`src/rtl/vga_pkg.sv`:
```
// Shared VGA constants, axis state type and the per-axis bounce step.
// Pure declarations and one combinational helper, no timing of its own.
// No flow control: values are consumed combinationally by the sprite logic.
package vga_pkg;

   localparam int COORD_W      = 10;
   localparam int RGB_W        = 12;
   // Motion arithmetic runs one bit wider than a coordinate so sums never wrap.
   localparam int POS_W        = COORD_W + 1;
   localparam int H_ACTIVE_DEF = 640;
   localparam int V_ACTIVE_DEF = 480;

   localparam logic [RGB_W-1:0] BLACK = 12'h000;
   localparam logic [RGB_W-1:0] RED   = 12'hF00;
   localparam logic [RGB_W-1:0] GREEN = 12'h0F0;
   localparam logic [RGB_W-1:0] BLUE  = 12'h00F;

   // One axis of a sprite: position of the top/left edge and direction
   // (0 = increasing coordinate, 1 = decreasing).
   typedef struct packed {
      logic [COORD_W-1:0] pos;
      logic               dir;
   } axis_t;

   // Advance one axis by s pixels, clamping at either edge and reversing there.
   // The caller must not invoke this with s = 0: the right/bottom clamp test
   // would otherwise fire on a square already parked against the far edge.
   function automatic axis_t axis_step(input axis_t            cur,
                                       input logic [3:0]       s,
                                       input logic [POS_W-1:0] limit,
                                       input logic [POS_W-1:0] size);
      logic [POS_W-1:0] p;
      logic [POS_W-1:0] s_w;
      axis_t            r;
      r   = cur;
      p   = {1'b0, cur.pos};
      s_w = {{(POS_W-4){1'b0}}, s};
      if (!cur.dir) begin
         if (p + size + s_w >= limit) begin
            r.pos = COORD_W'(limit - size);
            r.dir = 1'b1;
         end else begin
            r.pos = COORD_W'(p + s_w);
         end
      end else begin
         if (p <= s_w) begin
            r.pos = '0;
            r.dir = 1'b0;
         end else begin
            r.pos = COORD_W'(p - s_w);
         end
      end
      return r;
   endfunction

endpackage

```
`src/rtl/sprite_mover.sv`:
```
// Position/direction state of one square, stepped once per enabled frame.
// New position visible the cycle after step; render sees the old one meanwhile.
// No backpressure: step is a one-cycle strobe and is always accepted.
module sprite_mover
   import vga_pkg::*;
#(
   parameter int   SIZE     = 20,
   parameter int   H_ACTIVE = H_ACTIVE_DEF,
   parameter int   V_ACTIVE = V_ACTIVE_DEF,
   parameter int   INIT_X   = 0,
   parameter int   INIT_Y   = 0,
   parameter logic INIT_DRY = 1'b0
) (
   input  logic               clk,
   input  logic               reset_n,
   input  logic               step,
   input  logic               flip,
   input  logic [3:0]         speed,
   output logic [COORD_W-1:0] sqx,
   output logic [COORD_W-1:0] sqy
);

   localparam logic [POS_W-1:0] SIZE_W = POS_W'(SIZE);
   localparam logic [POS_W-1:0] H_LIM  = POS_W'(H_ACTIVE);
   localparam logic [POS_W-1:0] V_LIM  = POS_W'(V_ACTIVE);

   axis_t x_q, x_d;
   axis_t y_q, y_d;
   axis_t x_in, y_in;

   // Next position: a collision flip is applied to the directions first, then
   // the edge clamp runs on the flipped direction so it always has the last word.
   // Speed 0 freezes the square entirely, flip included.
   always_comb begin
      x_d  = x_q;
      y_d  = y_q;
      x_in = x_q;
      y_in = y_q;
      x_in.dir = x_q.dir ^ flip;
      y_in.dir = y_q.dir ^ flip;
      if (step && (speed != 4'd0)) begin
         x_d = axis_step(x_in, speed, H_LIM, SIZE_W);
         y_d = axis_step(y_in, speed, V_LIM, SIZE_W);
      end
   end

   // State register; reset places the square at its staggered start point.
   always_ff @(posedge clk or negedge reset_n) begin
      if (!reset_n) begin
         x_q <= '{pos: COORD_W'(INIT_X), dir: 1'b0};
         y_q <= '{pos: COORD_W'(INIT_Y), dir: INIT_DRY};
      end else begin
         x_q <= x_d;
         y_q <= y_d;
      end
   end

   assign sqx = x_q.pos;
   assign sqy = y_q.pos;

endmodule

```
`src/rtl/bounce_sprites.sv`:
```
// Renders NUM_SPRITES bouncing squares for 640x480 VGA; SPRITE_COLLIDE_EN adds pair collisions.
// vga is registered: colour for (x,y) appears one clk later; motion updates on frame_tick.
// No backpressure: pixels stream every clock, frame_tick ignored while pause is high.
module bounce_sprites
   import vga_pkg::*;
#(
   parameter int                 NUM_SPRITES   = 4,
   parameter int                 SIZE          = 20,
   parameter int                 H_ACTIVE      = H_ACTIVE_DEF,
   parameter int                 V_ACTIVE      = V_ACTIVE_DEF,
   parameter logic [RGB_W-1:0]   BG_COLOR      = BLACK,
   // Sprite i colour lives at bits [12*i +: 12]; sprite 0 is red, 1 green, 2 blue, 3 yellow.
   parameter logic [RGB_W*8-1:0] SPRITE_COLORS = {12'h888, 12'hFFF, 12'h0FF, 12'hF0F,
                                                  12'hFF0, 12'h00F, 12'h0F0, 12'hF00}
) (
   input  logic               clk,
   input  logic               reset_n,
   input  logic [COORD_W-1:0] x,
   input  logic [COORD_W-1:0] y,
   input  logic               frame_tick,
   input  logic [3:0]         speed,
   input  logic               pause,
   output logic [RGB_W-1:0]   vga,
   output logic [15:0]        collision_cnt
);

   localparam logic [POS_W-1:0] SIZE_W = POS_W'(SIZE);
   localparam logic [POS_W-1:0] H_LIM  = POS_W'(H_ACTIVE);
   localparam logic [POS_W-1:0] V_LIM  = POS_W'(V_ACTIVE);

   // Start positions are staggered, so the screen must hold the whole diagonal.
   if (NUM_SPRITES < 1 || NUM_SPRITES > 8) begin : g_bad_num
      $error("bounce_sprites: NUM_SPRITES must be 1..8");
   end
   if (NUM_SPRITES * 2 * SIZE > H_ACTIVE) begin : g_bad_h
      $error("bounce_sprites: NUM_SPRITES*2*SIZE exceeds H_ACTIVE");
   end
   if (NUM_SPRITES * SIZE > V_ACTIVE) begin : g_bad_v
      $error("bounce_sprites: NUM_SPRITES*SIZE exceeds V_ACTIVE");
   end

   logic                   step;
   logic [COORD_W-1:0]     sqx [NUM_SPRITES];
   logic [COORD_W-1:0]     sqy [NUM_SPRITES];
   logic [NUM_SPRITES-1:0] flip;
   logic [NUM_SPRITES-1:0] hit;
   logic [RGB_W-1:0]       vga_d, vga_q;

   assign step = frame_tick & ~pause;

   for (genvar g = 0; g < NUM_SPRITES; g++) begin : g_spr
      sprite_mover #(
         .SIZE     (SIZE),
         .H_ACTIVE (H_ACTIVE),
         .V_ACTIVE (V_ACTIVE),
         .INIT_X   (g * 2 * SIZE),
         .INIT_Y   (g * SIZE),
         .INIT_DRY ((g % 2) == 1)
      ) u_mover (
         .clk     (clk),
         .reset_n (reset_n),
         .step    (step),
         .flip    (flip[g]),
         .speed   (speed),
         .sqx     (sqx[g]),
         .sqy     (sqy[g])
      );
   end

   // Per-sprite hit test against the current (pre-update) positions.
   always_comb begin
      hit = '0;
      for (int i = 0; i < NUM_SPRITES; i++) begin
         hit[i] = ({1'b0, x} >= {1'b0, sqx[i]}) && ({1'b0, x} < {1'b0, sqx[i]} + SIZE_W) &&
                  ({1'b0, y} >= {1'b0, sqy[i]}) && ({1'b0, y} < {1'b0, sqy[i]} + SIZE_W);
      end
   end

   // Colour select: scan high to low so the lowest-index hit wins; blanking forces 0.
   always_comb begin
      vga_d = BG_COLOR;
      for (int i = NUM_SPRITES - 1; i >= 0; i--) begin
         if (hit[i]) begin
            vga_d = SPRITE_COLORS[RGB_W*i +: RGB_W];
         end
      end
      if (({1'b0, x} >= H_LIM) || ({1'b0, y} >= V_LIM)) begin
         vga_d = '0;
      end
   end

   // Output colour register.
   always_ff @(posedge clk or negedge reset_n) begin
      if (!reset_n) begin
         vga_q <= '0;
      end else begin
         vga_q <= vga_d;
      end
   end

   assign vga = vga_q;

`ifdef SPRITE_COLLIDE_EN
   logic [4:0]  pair_cnt;
   logic [16:0] cnt_sum;
   logic [15:0] cnt_d, cnt_q;

   // Pairwise overlap on pre-update positions; a sprite in several pairs still
   // flips only once because flip is an OR over its pairs.
   always_comb begin
      pair_cnt = '0;
      flip     = '0;
      for (int i = 0; i < NUM_SPRITES; i++) begin
         for (int j = i + 1; j < NUM_SPRITES; j++) begin
            if (({1'b0, sqx[i]} < {1'b0, sqx[j]} + SIZE_W) &&
                ({1'b0, sqx[j]} < {1'b0, sqx[i]} + SIZE_W) &&
                ({1'b0, sqy[i]} < {1'b0, sqy[j]} + SIZE_W) &&
                ({1'b0, sqy[j]} < {1'b0, sqy[i]} + SIZE_W)) begin
               pair_cnt = pair_cnt + 5'd1;
               flip[i]  = 1'b1;
               flip[j]  = 1'b1;
            end
         end
      end
      if (!step) begin
         flip = '0;
      end
   end

   // Saturating collision counter, advanced only on update cycles.
   always_comb begin
      cnt_d   = cnt_q;
      cnt_sum = {1'b0, cnt_q} + 17'(pair_cnt);
      if (step) begin
         cnt_d = cnt_sum[16] ? 16'hFFFF : cnt_sum[15:0];
      end
   end

   // Collision counter register.
   always_ff @(posedge clk or negedge reset_n) begin
      if (!reset_n) begin
         cnt_q <= '0;
      end else begin
         cnt_q <= cnt_d;
      end
   end

   assign collision_cnt = cnt_q;
`else
   assign flip          = '0;
   assign collision_cnt = 16'h0;
`endif

endmodule
```
`config.mk`:
```
export PLATFORM = sky130hd
export DESIGN_NAME = bounce_sprites
export DESIGN_NICKNAME = d
export VERILOG_FILES = /design/src/rtl/vga_pkg.sv /design/src/rtl/sprite_mover.sv /design/src/rtl/bounce_sprites.sv
export SDC_FILE = /design/constraint.sdc
export NUM_CORES = 1
export LEC_CHECK = 0
export ABC_AREA = 0
export CAP_MARGIN = 0
export CORE_MARGIN = 1.5
export CORE_UTILIZATION = 55
export DETAILED_ROUTE_END_ITERATION = 6
export PLACE_DENSITY_LB_ADDON = 0.15
export SKIP_LAST_GASP = 1
export SYNTH_ARGS = -nofsm -noshare
export SYNTH_HDL_FRONTEND = slang
export SYNTH_SLANG_ARGS = --single-unit
```
`constraint.sdc`:
```
create_clock -name clk -period 5.33 [get_ports clk]
set_clock_uncertainty 0.15 [all_clocks]
set_input_delay 0.7995 -clock clk [delete_from_list [all_inputs] [get_ports clk]]
set_output_delay 0.7995 -clock clk [all_outputs]
set_load 0.01 [all_outputs]
```
==> results of run 1 <==
kinds of logic after synthesis:
family,share of synthesized area
adders and majority gates,0.226
buffers and inverters,0.0818
AOI/OAI and AO/OA,0.312
DFF,0.162
muxes,0.00663
xor gates and xnor gates,0.0371
other,0.000265
and+or+nand+nor,0.174
report_power, final:
group	internal, uW	leakage, uW	total, uW	switching, uW
clock network	413	0.000143	735	322
logic	2300	0.00547	5440	3140
registers	1010	0.00104	1760	742
path summary, 6_finish.rpt:
kind                                          from                 endpoint  slack (ns)  cells after the start
min in group clk           g_spr[1].u_mover.sqx[0]  g_spr[1].u_mover.sqx[0]        0.41                      2
min                                        reset_n  g_spr[2].u_mover.sqy[1]        0.40                      1
max                                       speed[2]  g_spr[1].u_mover.sqy[6]        1.22                     11
min reg2reg                g_spr[1].u_mover.sqx[0]  g_spr[1].u_mover.sqx[0]        0.41                      2
max reg2reg                g_spr[3].u_mover.sqy[2]                  vga[10]        1.33                     11
max in group asynchronous                  reset_n  g_spr[3].u_mover.sqy[2]        3.58                      2
synth_stat cells (all sizes together) (6+ instances only):
library cell and instances:
nand4 22, nand3 41, mux2i 6, a221oi 17, fa 16, a2bb2oi 10, o21bai 17, buf 40
o221ai 7, o22ai 22, a211o 14, or4 12, a31oi 21, a221o 9, nand2 98, and3 20
o21ai 152, o21a 25, inv 166, or3 13, a21o 38, o31ai 18, nor3 45, nand3b 8
nor4 10, nor2b 23, a32oi 8, dfstp 18, o211ai 25, a2111oi 6, a21oi 150, nor2 128
xnor2 50, clkbuf 67, a211oi 34, dfrtp 73, o31a 10, nand2b 29, o2111ai 11, and2 15
a22oi 14, o22a 7, xor2 10, ha 228
registers in the layout, indices dropped and copies added (netlist names):
| register | count |
|---|---|
| g_spr.u_mover.sqx | 40 |
| g_spr.u_mover.sqy | 40 |
| g_spr.u_mover.x_q | 4 |
| g_spr.u_mover.y_q | 4 |
| vga | 3 |
per-layer routing:
layer / vias to the layer above / GRT usage / part of all wire
met2: 496 / 0.543 / 0.49
met3: 72 / 0.0295 / 0.051
met1: 6563 / 0.389 / 0.43
li1: 6695 / - / -
met5: - / 0 / 0
met4: 0 / 0.101 / 0.025
stage by stage:
| step | total power [uW] | instance area (um2) | hold WS (ns) | cells |
|---|---|---|---|---|
| after floorplan | 5810 | 14200 | 0.345 | 1845 |
| after global placement | 6940 | 14700 | 0.386 | 2129 |
| after detailed placement | 7090 | 14700 | 0.394 | 2129 |
| after CTS | 7870 | 15000 | 0.410 | 2145 |
| after global routing | 8750 | 15000 | 0.447 | 2145 |
| final | 7930 | 15000 | 0.396 | 2145 |
worst max-delay path, delay by kind of cell:
kind | cells | cell delay (ns)
and+or+nand+nor | 3 | 0.84
adders and majority gates | 1 | 0.43
buffers and inverters | 2 | 0.91
AOI/OAI and AO/OA | 5 | 1.20
final cells by class:
class,instances,share of cell area
Clock inverter,4,0.00501
Timing Repair Buffer,61,0.0378
Clock buffer,12,0.0158
Sequential cell,91,0.154
Tap cell,330,0.0276
Multi-Input combinational cell,1478,0.718
Inverter,169,0.0423
==> flow_metrics.tcl, run 1 <==
set metrics [dict create \
    ant_nets 0 \
    post_cts_resized 0 \
    first_iter_violations 1276 \
    synth_top_cells_by_area "ha_1 (20%), dfrtp_1 (13%), a21oi_1 (5.3%)" \
    vias 13800 \
    status "complete, no violations" \
    postSynthAreaPerCell_um2 7.73 \
    firstDrtPassIters 5 \
    ys.flop_type "dfrtp_1" \
    start_util 0.560 \
    async_reset_ff_frac 1.00 \
    synth.distinct_cells 89 \
    synth-edff-count 0 \
    viasPerCell 6.45 \
    drive_gt1_frac 0.0435 \
    antenna_found_initial 0 \
    grtUsageTotal 0.307 \
    cts_buffers 9 \
    dp_slack_ns 0.858 \
    place_hpwl_um 29900 \
    yosysWarnings 0 \
    final_util 0.593 \
    worst_ep_arrival_time_ns 4.20 \
    drc 0 \
    end_kind "flop" \
    ctsHtreeMaxLevel 3 \
    hold_viol 0 \
    ys_seq_elements 91 \
    synth_area_um2 14200 \
    dieWidth_um 163 \
    slew_viol_final 0 \
    io_pins 56 \
    synth-seq-area-share 0.162 \
    cp_max_fo 9 \
    clk_pin_slew_ns 0.08 \
    cts_tree "done" \
    max_slew_margin 0.379 \
    final-seq-area_um2 2300 \
    hold_buffers 0 \
    tightest_slew_ns 0.909 \
    cp_slowest_stage_delay_ns 0.49 \
    rsz0062_at_grt "no" \
    slowest_stage "inv_1" \
    cts_root_buffer "clkbuf_16" \
    grt_pass1_wl_um 66000 \
    layout.nets 2082 \
    die_h_um 163 \
    synth_top_area_share 0.202 \
    max_freq_mhz 244 \
    diodes 0 \
    dieArea_um2 26700 \
    total_leakage_power_uw 0.00665 \
    wire_per_inst_um 18.9 \
    power_density_nw_per_um2 530 \
    rows 58 \
    setup_slack_ns 1.22 \
    finalSetupViolCount 0 \
    portBuffers 39 \
    crit_chain "clkdlybuf4s50_1, inv_1, ha_1, and2_1, o21a_1, or2_2, a2111oi_4, nand2b_1, o21ai_0, a221oi_1, o22ai_1" \
    grt_pass1_vias 13200 \
    min_period_over_period 0.770 \
    fin_tns_setup_ns 0 \
    grt_max_degree 109 \
    core_area_um2 25300 \
    layout_common_cells "ha_1 (228), inv_1 (165), a21oi_1 (150)" \
    yosys.area.top_type "ha_1" \
    drv_cap 0 \
    grt_overflow_total 0 \
    crit_path_start_kind "primary input" \
    multi_input_area_um2 10800 \
    synthCells 1830 \
    clk_latency_ns 0.37 \
    path_class "primary input to flop" \
    place_congestion 0.926 \
    min_period_ns 4.11 \
    wl_um 40500 \
    final_common_cell "ha_1" \
    area_delta_synth_final_pct 5.83 \
    post_cts_buffers 0 \
    cts_buffer_depth 2 \
    hold_class "primary input to async pin" \
    cts_sinks 91 \
    worstPathRequired_ns 5.42 \
    ir_drop_mv 0.274 \
    fillers 2356 \
]
Note: power is estimated with default switching activity, not from simulation.
==> inputs of run 2 (changes only) <==
==> constraint.sdc (replaced) <==
create_clock -name clk -period 4.2 [get_ports clk]
set_clock_uncertainty 0.15 [all_clocks]
set_input_delay 0.63 -clock clk [delete_from_list [all_inputs] [get_ports clk]]
set_output_delay 0.63 -clock clk [all_outputs]
set_load 0.01 [all_outputs]
==> flow_metrics.tcl, run 2 (synthesis gave the netlist of run 1 again) <==
set metrics [dict create \
    status "complete, no violations" \
    firstDrtPassIters 6 \
    dieWidth_um 163 \
    portBuffers 39 \
    tightest_slew_ns 0.745 \
    cts_sinks 91 \
    worstPathRequired_ns 4.27 \
    crit_path_start_kind "primary input" \
    hold_buffers 0 \
    p_seq_frac 0.218 \
    worstPathBufferInverterCount 3 \
    clk_latency_ns 0.36 \
    min_period_over_period 0.912 \
    fin_tns_setup_ns 0 \
    cts_buffer_depth 2 \
    clk_pin_slew_ns 0.07 \
    final_common_cell "ha_1" \
    cts_tree "done" \
    total_leakage_power_uw 0.00679 \
    wire_per_inst_um 19.1 \
    drv_cap 0 \
    area_delta_synth_final_pct 7.40 \
    wl_um 41500 \
    hold_viol 0 \
    viasPerCell 6.46 \
    ir_drop_mv 0.388 \
    start_util 0.560 \
    drive_gt1_frac 0.0587 \
    clockPowerShare 0.087 \
    grt_overflow_total 0 \
    end_kind "flop" \
    grt_pass1_wl_um 67900 \
    rsz0062_at_grt "no" \
    cts_buffers 9 \
    timing.rr.start "g_spr[3].u_mover.sqy[2]" \
    ctsHtreeMaxLevel 3 \
    min_period_ns 3.83 \
    place_congestion 0.947 \
    slew_viol_final 0 \
    grt_max_degree 64 \
    path_class "primary input to flop" \
    grt_pass1_vias 13400 \
    grtUsageTotal 0.317 \
    layout_common_cells "ha_1 (228), inv_1 (165), a21oi_1 (150)" \
    final_util 0.602 \
    setup_slack_ns 0.371 \
    power_density_nw_per_um2 666 \
    io_pins 56 \
    p_sw_frac 0.531 \
    cp_slowest_stage_delay_ns 0.64 \
    max_slew_margin 0.500 \
    post_cts_resized 0 \
    p_int_uw 4750 \
    dieArea_um2 26700 \
    slowest_stage "clkdlybuf4s50_1" \
    crit_chain "clkdlybuf4s50_1, buf_12, ha_1, inv_1, fa_1, nor2b_1, o21ai_0, and3_1, o211a_1, o211ai_1, nand2b_1, a31oi_1" \
    hold_class "primary input to async pin" \
    vias 14000 \
    startpoint "speed[0]" \
    layout.nets 2108 \
    worst_ep_arrival_time_ns 3.90 \
    critPathTopFamily "compound AO/OA/AOI/OAI gates" \
    antenna_found_initial 0 \
    max_freq_mhz 261 \
    drc 0 \
    finalSetupViolCount 0 \
    dp_slack_ns 0.0896 \
    reg2reg_depth 11 \
    cp_max_fo 12 \
    ant_nets 0 \
    first_iter_violations 1256 \
    cts_root_buffer "clkbuf_16" \
    core_area_um2 25300 \
    place_hpwl_um 30900 \
    pwr-share-comb 0.696 \
    rows 58 \
    post_cts_buffers 0 \
    reg2reg_slack_ns 0.47 \
    crit_cells 12 \
    die_h_um 163 \
    switchingPower_uw 5380 \
    diodes 0 \
]
[run 2: through the flow]
step           instances  total power, uW  area [um2]  hold WS [ns]
6_report            2171            10100       15200         0.112
3_3_place_gp        2155             8890       14900         0.377
2_1_floorplan       1845             7370       14200         0.184
5_1_grt             2171            11200       15200         0.152
4_1_cts             2171            10000       15200         0.125
3_5_place_dp        2155             9070       14900         0.397
[run 2: worst paths after layout]
path / to
worst max-delay path: g_spr[2].u_mover.sqy[0]
worst min-delay path: g_spr[2].u_mover.sqx[5]
worst max register to register: vga[10]
worst min register to register: g_spr[2].u_mover.sqy[3]
max in group asynchronous: g_spr[3].u_mover.sqy[5]
min in group clk: g_spr[2].u_mover.sqy[3]
[run 2: final cells by class]
type	count	area [um2]
Clock inverter	7	76.3
Tap cell	330	413
Fill cell	2327	10100
Clock buffer	9	225
Timing Repair Buffer	87	798
Multi-Input combinational cell	1478	10800
Sequential cell	91	2300
Inverter	169	634
[run 2: per-layer routing]
metal	part of all wire	GRT usage	vias up	wire (um)
li1	-	-	6744	-
met1	0.45	0.432	6641	18900
met2	0.45	0.511	550	18600
met3	0.070	0.0401	86	2920
met4	0.028	0.119	0	1180
met5	0	0	-	0
[run 2: power by group through the flow]
stage	Combinational, uW	Clock [uW]	Sequential (uW)
global route	7970	929	2280
global placement	6720	0	2170
finish	7050	877	2200
floorplan	5770	0	1600
detailed placement	6890	0	2180
CTS	6950	901	2170
[run 2: worst reg2reg max path, delay by kind of cell (launching register included)]
kind            cells  cell delay [ns]
xor+xnor            1             0.21
flops               1             0.64
fa+ha+maj           2             0.56
compound gates      6             1.59
simple gates        2             0.42
==> inputs of run 3 (changes only) <==
--- a/config.mk
+++ b/config.mk
@@ -8,9 +8,9 @@
 export ABC_AREA = 0
 export CAP_MARGIN = 0
 export CORE_MARGIN = 1.5
-export CORE_UTILIZATION = 55
+export CORE_UTILIZATION = 35
 export DETAILED_ROUTE_END_ITERATION = 6
-export PLACE_DENSITY_LB_ADDON = 0.15
+export PLACE_DENSITY = 0.51
 export SKIP_LAST_GASP = 1
 export SYNTH_ARGS = -nofsm -noshare
 export SYNTH_HDL_FRONTEND = slang
==> flow_metrics.tcl, run 3 (synthesis gave the netlist of run 1 again) <==
set metrics [dict create \
    clk_latency_ns 0.40 \
    worstPathRequired_ns 4.39 \
    grt_overflow_total 0 \
    setup_slack_ns 0.246 \
    place_congestion 0.884 \
    core_area_um2 39800 \
    final-seq-area_um2 2300 \
    antenna_found_initial 0 \
    start_util 0.355 \
    status "complete, no violations" \
    dieWidth_um 204 \
    final_common_cell "ha_1" \
    cts_sinks 91 \
    end_kind "flop" \
    reg2reg_slack_ns 0.25 \
    fillers 4219 \
    ir_drop_mv 0.277 \
    portBuffers 39 \
    place_hpwl_um 34300 \
    post_cts_buffers 0 \
    grt_pass1_vias 13800 \
    cts_root_buffer "clkbuf_16" \
    grtUsageTotal 0.224 \
    placed_area_um2 15200 \
    multi_input_area_um2 10800 \
    first_iter_violations 701 \
    cp_max_fo 7 \
    hold_buffers 0 \
    ctsHtreeMaxLevel 3 \
    max_freq_mhz 253 \
    firstDrtPassIters 5 \
    wire_per_inst_um 19.2 \
    area_delta_synth_final_pct 9.59 \
    layout_common_cells "ha_1 (228), inv_1 (164), a21oi_1 (150)" \
    crit_path_start_kind "flop" \
    dp_slack_ns 0.0645 \
    grt_pass1_wl_um 74000 \
    rows 73 \
    layout.nets 2120 \
    cts_buffers 9 \
    hold_viol 0 \
    max_slew_margin 0.480 \
    min_period_over_period 0.941 \
    wl_um 45600 \
    fin_area_um2 15500 \
    vias 13800 \
    power_density_nw_per_um2 661 \
    cts_buffer_depth 2 \
    min_period_ns 3.95 \
    rsz0062_at_grt "no" \
    dieArea_um2 41700 \
    total_leakage_power_uw 0.00684 \
    clk_pin_slew_ns 0.08 \
    grt_max_degree 85 \
    drc 0 \
    fin_tns_setup_ns 0 \
    cts_tree "done" \
    path_class "flop to flop" \
    holdWs_ns 0.138 \
    tightest_slew_ns 0.772 \
    total_power_uw 10300 \
    io_pins 56 \
    drv_cap 0 \
    viasPerCell 5.81 \
    ant_nets 0 \
    slew_viol_final 0 \
    hold_class "primary input to async pin" \
    post_cts_resized 0 \
    diodes 0 \
    worst_ep_arrival_time_ns 4.15 \
    die_h_um 204 \
    finalSetupViolCount 0 \
    drive_gt1_frac 0.0631 \
]
==> run 3: changes by cell type in the layout (fill, tap and decap cells not counted) <==
cell and change:
buf_4 +11, clkbuf_1 +3, clkinv_2 +2, clkinv_4 -2, clkinvlp_4 -2, buf_12 +1
bufinv_16 -1, clkbuf_8 +1, clkinv_1 +1, inv_1 -1, inv_6 -1
==> run 3: worst max-delay path, cell delays in order (launching register included) <==
cell	delay, ns
dfrtp_1	0.47
ha_1	0.30
o21a_1	0.22
xnor2_1	0.23
ha_1	0.29
and3_1	0.18
a221oi_1	0.26
nand2_1	0.13
maj3_1	0.34
maj3_1	0.36
a311oi_1	0.45
nor3b_1	0.32
buf_4	0.18
==> run 3: worst paths after layout <==
| path | cells past startpoint | from | endpoint |
|---|---|---|---|
| hold / removal | 1 | reset_n | g_spr[1].u_mover.sqy[6] |
| hold reg to reg | 2 | g_spr[2].u_mover.sqy[3] | g_spr[2].u_mover.sqy[3] |
| min in group clk | 2 | g_spr[2].u_mover.sqy[3] | g_spr[2].u_mover.sqy[3] |
| setup / recovery | 12 | g_spr[2].u_mover.sqx[2] | vga[3] |
| max in group asynchronous | 2 | reset_n | g_spr[1].u_mover.sqx[5] |
| setup reg to reg | 12 | g_spr[2].u_mover.sqx[2] | vga[3] |
==> run 3: through the flow <==
stage                util  instances
floorplan               -       1845
detailed placement  0.383       2362
global route        0.390       2378
finish              0.390       2378
CTS                 0.390       2378
global placement    0.383       2362
==> run 3: layout make-up <==
class / instances / area share
Clock buffer: 13 / 0.0161
Tap cell: 525 / 0.0423
Timing Repair Buffer: 99 / 0.0581
Clock inverter: 3 / 0.000968
Multi-Input combinational cell: 1478 / 0.693
Sequential cell: 91 / 0.148
Inverter: 169 / 0.0409
==> run 3: layer usage <==
| metal | global-route usage | vias to the layer above | share of wire |
|---|---|---|---|
| met2 | 0.383 | 343 | 0.48 |
| met5 | 0 | - | 0 |
| met3 | 0.0301 | 68 | 0.042 |
| met4 | 0.0738 | 0 | 0.025 |
| met1 | 0.289 | 6634 | 0.46 |
| li1 | - | 6761 | - |
==> run 3: where the power goes <==
| part | switching [uW] | internal (uW) |
|---|---|---|
| clock network | 419 | 416 |
| registers | 916 | 1290 |
| logic | 4170 | 3050 |
| total | 5500 | 4760 |
